==> src/rtl/cordic_engine_if.sv <==
// cordic_engine_if: request/result bundle between a CORDIC client and the engine.
// Latency: none, signals only.
// Backpressure: in_valid/in_ready on the request side, out_valid/out_ready on the result side.
interface cordic_engine_if #(
   parameter int WIDTH       = 16,
   parameter int ANGLE_WIDTH = 32
);
   logic                          in_valid;
   logic                          in_ready;
   logic                          mode;
   logic signed [WIDTH-1:0]       x_in;
   logic signed [WIDTH-1:0]       y_in;
   logic signed [ANGLE_WIDTH-1:0] z_in;
   logic                          out_valid;
   logic                          out_ready;
   logic signed [WIDTH-1:0]       x_out;
   logic signed [WIDTH-1:0]       y_out;
   logic signed [ANGLE_WIDTH-1:0] z_out;
   logic                          sat;

   modport master (
      output in_valid, mode, x_in, y_in, z_in, out_ready,
      input  in_ready, out_valid, x_out, y_out, z_out, sat
   );

   modport slave (
      input  in_valid, mode, x_in, y_in, z_in, out_ready,
      output in_ready, out_valid, x_out, y_out, z_out, sat
   );
endinterface

==> src/rtl/cordic_engine.sv <==
// cordic_engine: iterative CORDIC (rotation or vectoring) with full-circle pre-reduction and saturating outputs.
// Latency: result valid after ITERATIONS edges from acceptance; one result per ITERATIONS+2 cycles.
// Backpressure: result held in DONE until out_ready; in_ready only in IDLE, requests are never queued.
module cordic_engine #(
   parameter int WIDTH       = 16,
   parameter int ITERATIONS  = 15,
   parameter int ANGLE_WIDTH = 32
) (
   input  logic           clock,
   input  logic           reset,
   cordic_engine_if.slave bus
);
   // Two guard bits absorb the CORDIC gain and the negation of the most negative input.
   localparam int DW    = WIDTH + 2;
   localparam int CNT_W = $clog2(ITERATIONS + 1);

   typedef logic signed [DW-1:0]          data_t;
   typedef logic signed [ANGLE_WIDTH-1:0] angle_t;
   typedef enum logic [1:0] {IDLE, ITER, DONE} state_t;

   // Angle constants are held with 29 fraction bits and rescaled (rounded) to ANGLE_WIDTH.
   localparam int          ASH = (ANGLE_WIDTH >= 32) ? (ANGLE_WIDTH - 32) : (32 - ANGLE_WIDTH);
   localparam logic [63:0] RND = (ANGLE_WIDTH < 32) ? (64'd1 << ((ASH > 0) ? ASH - 1 : 0)) : 64'd0;

   function automatic angle_t to_angle(input logic [63:0] v);
      return (ANGLE_WIDTH >= 32) ? angle_t'(v << ASH) : angle_t'((v + RND) >> ASH);
   endfunction

   // round(atan(2^-i) * 2^29); beyond i = 12 the table is exactly 2^(29-i).
   function automatic logic [63:0] atan_base(input int i);
      logic [63:0] v;
      case (i)
         0:       v = 64'd421657428;
         1:       v = 64'd248918915;
         2:       v = 64'd131521918;
         3:       v = 64'd66762579;
         4:       v = 64'd33510843;
         5:       v = 64'd16771758;
         6:       v = 64'd8387925;
         7:       v = 64'd4194219;
         8:       v = 64'd2097141;
         9:       v = 64'd1048575;
         10:      v = 64'd524288;
         11:      v = 64'd262144;
         12:      v = 64'd131072;
         default: v = (i >= 0 && i <= 29) ? (64'd1 << (29 - i)) : 64'd0;
      endcase
      return v;
   endfunction

   localparam angle_t PI      = to_angle(64'd1686629713);
   localparam angle_t HALF_PI = PI >>> 1;

   function automatic logic in_range(input data_t v);
      return (&v[DW-1:WIDTH-1]) | ~(|v[DW-1:WIDTH-1]);
   endfunction

   function automatic logic [WIDTH-1:0] clip(input data_t v);
      if (in_range(v)) return v[WIDTH-1:0];
      return v[DW-1] ? {1'b1, {(WIDTH-1){1'b0}}} : {1'b0, {(WIDTH-1){1'b1}}};
   endfunction

   state_t            state, state_nx;
   logic [CNT_W-1:0]  iter_cnt;
   logic              mode_r, zero_r;
   data_t             x_r, y_r, x_nx, y_nx, x_ext, y_ext, x_ld, y_ld;
   angle_t            z_r, z_nx, z_ld, atan_cur;
   logic              accept, last_iter, d_pos;

   assign bus.in_ready  = (state == IDLE) && !reset;
   assign bus.out_valid = (state == DONE);
   assign accept        = bus.in_valid && bus.in_ready;
   assign last_iter     = (iter_cnt == CNT_W'(ITERATIONS - 1));
   assign x_ext         = {{2{bus.x_in[WIDTH-1]}}, bus.x_in};
   assign y_ext         = {{2{bus.y_in[WIDTH-1]}}, bus.y_in};

   // State register.
   always_ff @(posedge clock) begin
      if (reset) state <= IDLE;
      else       state <= state_nx;
   end

   // Next-state: one pass through ITER per request, park in DONE until the result is taken.
   always_comb begin
      state_nx = state;
      case (state)
         IDLE:    if (accept)        state_nx = ITER;
         ITER:    if (last_iter)     state_nx = DONE;
         DONE:    if (bus.out_ready) state_nx = IDLE;
         default:                    state_nx = IDLE;
      endcase
   end

   // Quadrant pre-reduction so the micro-rotations only ever cover +/- pi/2.
   always_comb begin
      x_ld = x_ext;
      y_ld = y_ext;
      z_ld = bus.z_in;
      if (bus.mode) begin
         z_ld = '0;
         if (bus.x_in[WIDTH-1]) begin
            x_ld = -x_ext;
            y_ld = -y_ext;
            z_ld = bus.y_in[WIDTH-1] ? -PI : PI;
         end
      end else if (bus.z_in > HALF_PI) begin
         x_ld = -x_ext;
         y_ld = -y_ext;
         z_ld = bus.z_in - PI;
      end else if (bus.z_in < -HALF_PI) begin
         x_ld = -x_ext;
         y_ld = -y_ext;
         z_ld = bus.z_in + PI;
      end
   end

   // One micro-rotation: drive z to zero (rotation) or y to zero (vectoring).
   always_comb begin
      d_pos    = mode_r ? y_r[DW-1] : ~z_r[ANGLE_WIDTH-1];
      atan_cur = to_angle(atan_base(int'(iter_cnt)));
      if (d_pos) begin
         x_nx = x_r - (y_r >>> iter_cnt);
         y_nx = y_r + (x_r >>> iter_cnt);
         z_nx = z_r - atan_cur;
      end else begin
         x_nx = x_r + (y_r >>> iter_cnt);
         y_nx = y_r - (x_r >>> iter_cnt);
         z_nx = z_r + atan_cur;
      end
   end

   // Working registers: load reduced operands on acceptance, then step once per cycle.
   always_ff @(posedge clock) begin
      if (reset) begin
         x_r      <= '0;
         y_r      <= '0;
         z_r      <= '0;
         mode_r   <= 1'b0;
         zero_r   <= 1'b0;
         iter_cnt <= '0;
      end else if (accept) begin
         x_r      <= x_ld;
         y_r      <= y_ld;
         z_r      <= z_ld;
         mode_r   <= bus.mode;
         zero_r   <= bus.mode && (bus.x_in == '0) && (bus.y_in == '0);
         iter_cnt <= '0;
      end else if (state == ITER) begin
         x_r      <= x_nx;
         y_r      <= y_nx;
         z_r      <= z_nx;
         iter_cnt <= iter_cnt + CNT_W'(1);
      end
   end

   // Result registers: captured from the final micro-rotation and held until the next result.
   always_ff @(posedge clock) begin
      if (reset) begin
         bus.x_out <= '0;
         bus.y_out <= '0;
         bus.z_out <= '0;
         bus.sat   <= 1'b0;
      end else if (state == ITER && last_iter) begin
         bus.x_out <= clip(x_nx);
         bus.y_out <= clip(y_nx);
         // A zero vector has no phase; report 0 rather than the accumulated table sum.
         bus.z_out <= zero_r ? '0 : z_nx;
         bus.sat   <= ~in_range(x_nx) | ~in_range(y_nx);
      end
   end
endmodule

==> src/flat_wrapper.sv <==
// flat-port wrapper written by rule: the top's interface ports become plain ports
module cordic_engine_flat 
#(
   parameter int WIDTH       = 16,
   parameter int ITERATIONS  = 15,
   parameter int ANGLE_WIDTH = 32
)
  (clock, reset, bus_in_valid, bus_mode, bus_x_in, bus_y_in, bus_z_in, bus_out_ready, bus_in_ready, bus_out_valid, bus_x_out, bus_y_out, bus_z_out, bus_sat);
  cordic_engine_if #(.WIDTH(WIDTH), .ANGLE_WIDTH(ANGLE_WIDTH)) bus_i ();
  input  logic clock;
  input  logic reset;
  input wire logic [$bits(bus_i.in_valid)-1:0] bus_in_valid;
  input wire logic [$bits(bus_i.mode)-1:0] bus_mode;
  input wire logic [$bits(bus_i.x_in)-1:0] bus_x_in;
  input wire logic [$bits(bus_i.y_in)-1:0] bus_y_in;
  input wire logic [$bits(bus_i.z_in)-1:0] bus_z_in;
  input wire logic [$bits(bus_i.out_ready)-1:0] bus_out_ready;
  output wire logic [$bits(bus_i.in_ready)-1:0] bus_in_ready;
  output wire logic [$bits(bus_i.out_valid)-1:0] bus_out_valid;
  output wire logic [$bits(bus_i.x_out)-1:0] bus_x_out;
  output wire logic [$bits(bus_i.y_out)-1:0] bus_y_out;
  output wire logic [$bits(bus_i.z_out)-1:0] bus_z_out;
  output wire logic [$bits(bus_i.sat)-1:0] bus_sat;
  assign bus_i.in_valid = bus_in_valid;
  assign bus_i.mode = bus_mode;
  assign bus_i.x_in = bus_x_in;
  assign bus_i.y_in = bus_y_in;
  assign bus_i.z_in = bus_z_in;
  assign bus_i.out_ready = bus_out_ready;
  assign bus_in_ready = bus_i.in_ready;
  assign bus_out_valid = bus_i.out_valid;
  assign bus_x_out = bus_i.x_out;
  assign bus_y_out = bus_i.y_out;
  assign bus_z_out = bus_i.z_out;
  assign bus_sat = bus_i.sat;
  cordic_engine #(.WIDTH(WIDTH), .ITERATIONS(ITERATIONS), .ANGLE_WIDTH(ANGLE_WIDTH)) u_core (.clock(clock), .reset(reset), .bus(bus_i));
endmodule
==> config.mk <==
export PLATFORM = sky130hd
export DESIGN_NAME = cordic_engine_flat
export DESIGN_NICKNAME = d
export VERILOG_FILES = /design/src/rtl/cordic_engine_if.sv /design/src/rtl/cordic_engine.sv /design/src/flat_wrapper.sv
export SDC_FILE = /design/constraint.sdc
export NUM_CORES = 1
export LEC_CHECK = 0
export ABC_CLOCK_PERIOD_IN_PS = 16400
export BUFFER_PORTS_ARGS = -buffer_cell sky130_fd_sc_hd__buf_2
export CORE_MARGIN = 4
export CORE_UTILIZATION = 60
export DETAILED_ROUTE_END_ITERATION = 16
export PLACE_DENSITY = 0.8
export SLEW_MARGIN = 20
export SYNTH_ARGS = -nofsm -noshare
export SYNTH_HDL_FRONTEND = slang
export SYNTH_SLANG_ARGS = --single-unit
==> constraint.sdc <==
create_clock -name clock -period 16.4 [get_ports clock]
set_input_delay 2.46 -clock clock [delete_from_list [all_inputs] [get_ports clock]]
set_output_delay 2.46 -clock clock [all_outputs]
set_load 0.01 [all_outputs]
# Yosys cells after proc, flatten, opt, wreduce, memory -nomap -nowiden
# Index checks and enable logic that the tools add are counted.
# Widths: inputs -> output; s select.
# totals
mem_count,0
ff_bits,141
rom_bits,0
ramBits,0
latchBits,0
# classes
multipliers,0
eq_ne,18
shift,3
div_mod_pow,0
reduce_logical,17
magnitude_cmp,2
addsub,12
n_bitwise,8
n_mux,41
# op_table
op,n
$pmux 32 s13,1
$mux 32,9
$mux 18,14
$mux 16,6
$add 18x18->18,2
$neg 16->18,2
$sshr 18x4->18,2
$sub 18x18->18,2
$add 32x32->32,1
$add 32x32->32 const B,1
$gt 32x31->1 const B,1
$logic_not 16->1,2
$lt 32x31->1 const B,1
$shl 1x32->32 const A,1
$sub 32x32->32,1
$sub 32x32->32 const B,1
$eq 4x4->1 const B,6
$eq 4x3->1 const B,4
$reduce_and 3->1,3
$eq 4x2->1 const B,2
$mux 1,7
$mux 2,3
$pmux 2 s3,1
$reduce_or 3->1,2
15 further kinds,26

# Longest topological paths before layout
# logic_depth
depth_word,10
mapped_depth,30
ltp_nobuf,24

# Worst setup path after synthesis
# Ideal clock, no wire load.
# synth_path
path_type,register to register
from,register u_core.iter_cnt[0]
to,register u_core.bus.z_out[31]
arrival_time_ps,5865
path_buffers,4
setup_ps,62
stages_incl_launch_ff,29
path_slack_ps,10473
synth_period_minus_slack_ps,5927
cell_sequence,dfxtp_1 buf_6 buf_12 buf_4 inv_2 ha_1 buf_6 or4_4 o211ai_2 nand4_1 o21ai_0 inv_1 ha_1 nand3_1 nor2_1 nand3b_1 o31ai_1 xor2_1 ha_1 nand2_1 o21ai_0 a211oi_1 o31a_1 a2111oi_0 nor2_1 o311a_1 or3_1 or4_1 nand3_1
# synth_via
elab_chain_cells,6
word_cells_on_any_way,22
# synth_lines
item,line,source
from (decl),cordic_engine.sv:64,logic [CNT_W-1:0] iter_cnt;
from (signal assigned),cordic_engine.sv:152,iter_cnt <= iter_cnt + CNT_W'(1);
$sub 5x4->6,cordic_engine.sv:46,default: v = (i >= 0 && i <= 29) ? (64'd1 << (29 - i)) : 64'd0;
$shl 1x32->32,cordic_engine.sv:46,
$pmux 32 s13,cordic_engine.sv:32,case (i)
$add 32x32->32 or $sub 32x32->32 (tied branches),"cordic_engine.sv:128, cordic_engine.sv:124",
$mux 32,cordic_engine.sv:121,if (d_pos) begin
$mux 32,cordic_engine.sv:167,bus.z_out <= zero_r ? '0 : z_nx;
to (signal assigned),cordic_engine.sv:167,
to (decl),cordic_engine_if.sv:28,"output in_ready, out_valid, x_out, y_out, z_out, sat"
# Parallel ways exist; a longest one is shown, timed or not.
# A chain may end at the register's enable or synchronous reset.

# Final worst setup path
# layout_path
from,register u_core.iter_cnt[1]
to,register u_core.bus.z_out[31]
# Same word-level chain as after synthesis.

==> impl_metrics.toml <==
[floorplan]
die_h_um = 169
start_util_pct = 61.2
ioPinCount = 136
rows = 58
core_um2 = 25300
die_w_um = 169
dieArea_um2 = 28400

[sta]
post-route-min-period_ns = 7.57
max_freq_ghz = 0.132
slew_viol_final = 0
post-route-period-util_pct = 46.1
hold_viol_final = 0
rsz0062_at_grt = "no"
finalSetupTns_ns = 0
skew_ns = 0.0178
relSlewSlack_pct = 34.3
worst_pin_slew_ns = 0.986
setup_violations = 0

[setup_path]
cp_max_fo = 59
path_class = "reg -> reg"
critPathBufInv = 2
max_stage_delay_ns = 0.65
end_kind = "flop"
cp_cell_sequence = "buf_4 > clkinv_1 > ha_1 > or4_4 > o211ai_2 > and3_1 > mux2i_1 > nor3b_1 > and2_1 > nor2_1 > xnor2_1 > ha_1 > nand2_1 > o21ai_0 > a211oi_1 > o31a_1 > a2111oi_0 > nor2_1 > o311a_1 > or3_1 > or4_1 > nand3_1"
cp-startpoint = "u_core.iter_cnt[1]"
slowest_stage = "or4_4"
arrival_ns = 7.94
start_kind = "flop"
cpLargestDelayFamily = "simple AND/OR/NAND/NOR gates"
crit_required_ns = 16.78
r2r-start = "u_core.iter_cnt[1]"

[global_routing]
grt_max_degree = 73
track_usage_pct = 36.2
antenna_found_initial = 1
grt_pass1_wl_mm = 83.7
grt.overflow.total = 0
grt_pass1_vias = 15200

[route]
routed.top_layer = "met5"
wl_met2_mm = 22.6
drc = 0
wire_per_inst_um = 22.2
met1_length_mm = 22.7
initialDrtViolationCount = 2634
viasPerCell = 6.90
ant_nets = 0
dr_wl_met3_mm = 6.77
totalWireLength_mm = 53.5
vias = 16600
first_pass_iters = 6

[logic_synthesis]
ys_seq_elements = 141
synth_edf_count = 0
synth_nets = 2190
syn-mean-instance-area_um2 = 7.60
synth_cell_type_count = 101
async_flop_share_pct = 0
syn_inst = 2034
synthFlopType = "dfxtp_1"
netlist_area_um2 = 15500
ys_warn_count = 0
seq_area_frac_synth_pct = 18.3

[cts]
cts_tree = "built"
cts_setup_buffers = 0
cts_resized = 0
cts_made_buffers = 17
clock-sinks = 141
htreeDepth = 4
clk_latency_ns = 0.44
clockRootBuffer = "clkbuf_16"
clk_pin_slew_ns = 0.09
cts-hold-fix-buffers = 0
clk_path_buf_depth = 2

[power]
leakage_nw = 6.73
ir_drop_mv = 0.103
p_per_area_nw_per_um2 = 124

[final_layout]
antenna_cells = 0
drive_above_1_share_pct = 14.3
utilization_pct = 66.2
area_growth_pct = 8.03
nFillCells = 2230
nets = 2224
final_cells = 2411

[place]
dp_hpwl_mm = 39.4
place.gp.congestion = 0.973
dp.cells = 2379
numPortBuffers = 135

[min_path]
hold_class = "reg -> reg"
hp-start = "u_core.bus.z_out[2]"

[run]
maxCapViolCount = 0

[status]
status = "finished, final reports clean"
-- synthesized netlist by cell type (18+ instances only) --
cell type / instances / area (µm²)
nor4_1: 18 / 113
xor2_1: 63 / 552
and2_1: 20 / 125
dfxtp_1: 141 / 2820
o21a_1: 25 / 188
a211oi_1: 45 / 338
nand2_1: 164 / 616
mux2i_1: 30 / 300
and3_1: 22 / 138
ha_1: 84 / 1050
a22oi_1: 30 / 225
nor3_1: 53 / 265
nor2_1: 266 / 998
clkbuf_1: 94 / 353
a31oi_1: 27 / 169
inv_1: 53 / 199
nand3_1: 34 / 170
mux4_2: 31 / 698
o31ai_1: 27 / 203
a21o_1: 30 / 225
o21ai_0: 113 / 566
xnor2_1: 105 / 920
a21oi_1: 153 / 766
nand2b_1: 33 / 206
a2111oi_0: 28 / 245
-- cell families (layout without fill, tap and decap cells) --
| kind of cell | after synthesis | in the layout | synth area share, % |
|---|---|---|---|
| mux | 78 | 78 | 8.47 |
| buf+inv | 194 | 241 | 5.40 |
| compound gates | 642 | 642 | 28.8 |
| fa+ha+maj | 87 | 87 | 7.18 |
| xor+xnor | 169 | 169 | 9.62 |
| flops | 141 | 141 | 18.3 |
| simple gates | 723 | 723 | 22.2 |
-- cell type report --
class / instances / area, µm² / area share (%)
Clock buffer: 17 / 425 / 2.55
Multi-Input combinational cell: 1699 / 11800 / 70.8
Inverter: 56 / 210 / 1.26
Clock inverter: 15 / 186 / 1.12
Timing Repair Buffer: 153 / 813 / 4.87
Sequential cell: 141 / 2830 / 16.9
Tap cell: 330 / 413 / 2.47
-- worst register-to-register path: stages (launching register included) --
cell	delay (ns)
dfxtp_2	0.33
buf_4	0.53
clkinv_1	0.47
ha_1	0.53
or4_4	0.65
o211ai_2	0.16
and3_1	0.47
mux2i_1	0.18
nor3b_1	0.47
and2_1	0.24
nor2_1	0.06
xnor2_1	0.15
ha_1	0.37
nand2_1	0.11
o21ai_0	0.34
a211oi_1	0.17
o31a_1	0.31
a2111oi_0	0.44
nor2_1	0.20
o311a_1	0.39
or3_1	0.39
or4_1	0.47
nand3_1	0.09
-- report_power, final --
part           total (mW)  switching, mW  internal [mW]
Combinational        1.23          0.770          0.461
Clock               0.418          0.197          0.221
Sequential          0.424         0.0548          0.369
Total                2.07           1.02           1.05
-- path summary, 6_finish.rpt --
| path | endpoint | slack [ns] | cells after the start |
|---|---|---|---|
| worst max-delay path | u_core.bus.z_out[31] | 8.83 | 22 |
| worst min register to register | u_core.bus.z_out[2] | 0.49 | 2 |
| worst max register to register | u_core.bus.z_out[31] | 8.83 | 22 |
| worst min-delay path | u_core.bus.z_out[2] | 0.49 | 2 |
-- registers in the layout (all words and copies together) (netlist names) --
signal            cells
u_core.bus.sat        1
u_core.bus.x_out     16
u_core.bus.y_out     16
u_core.bus.z_out     32
u_core.iter_cnt       4
u_core.mode_r         1
u_core.state          2
u_core.x_r           18
u_core.y_r           18
u_core.z_r           32
u_core.zero_r         1
-- per-layer routing --
| layer | vias up | GRT usage, % |
|---|---|---|
| met5 | - | 0 |
| li1 | 7618 | - |
| met4 | 2 | 10.7 |
| met3 | 146 | 8.10 |
| met1 | 7777 | 53.5 |
| met2 | 1085 | 52.6 |
-- metrics by stage --
stage / area (µm²) / total power [mW] / hold WS [ns] / setup slack [ns]
global placement: 16100 / 1.58 / 0.465 / 9.29
global route: 16700 / 2.19 / 0.522 / 8.34
detailed placement: 16100 / 1.60 / 0.475 / 9.16
floorplan: 15500 / 1.33 / 0.436 / 10.47
finish: 16700 / 2.07 / 0.487 / 8.83
CTS: 16700 / 2.03 / 0.485 / 9.07
-- cells in the final DEF, fill, tap and decap left out, types with 25 or more instances in the layout --
cell type	instances
a2111oi_0	28
buf_2	134
a31oi_1	27
mux2i_1	29
nand2b_1	32
a22oi_1	30
o21ai_0	113
dfxtp_1	137
a211oi_1	45
nor3_1	53
a21o_1	30
xnor2_1	105
ha_1	84
xor2_1	63
inv_1	53
o21a_1	25
a21oi_1	153
nand2_1	163
o31ai_1	27
mux4_2	31
nand3_1	34
nor2_1	264
Note: power is estimated with default switching activity, not from simulation.
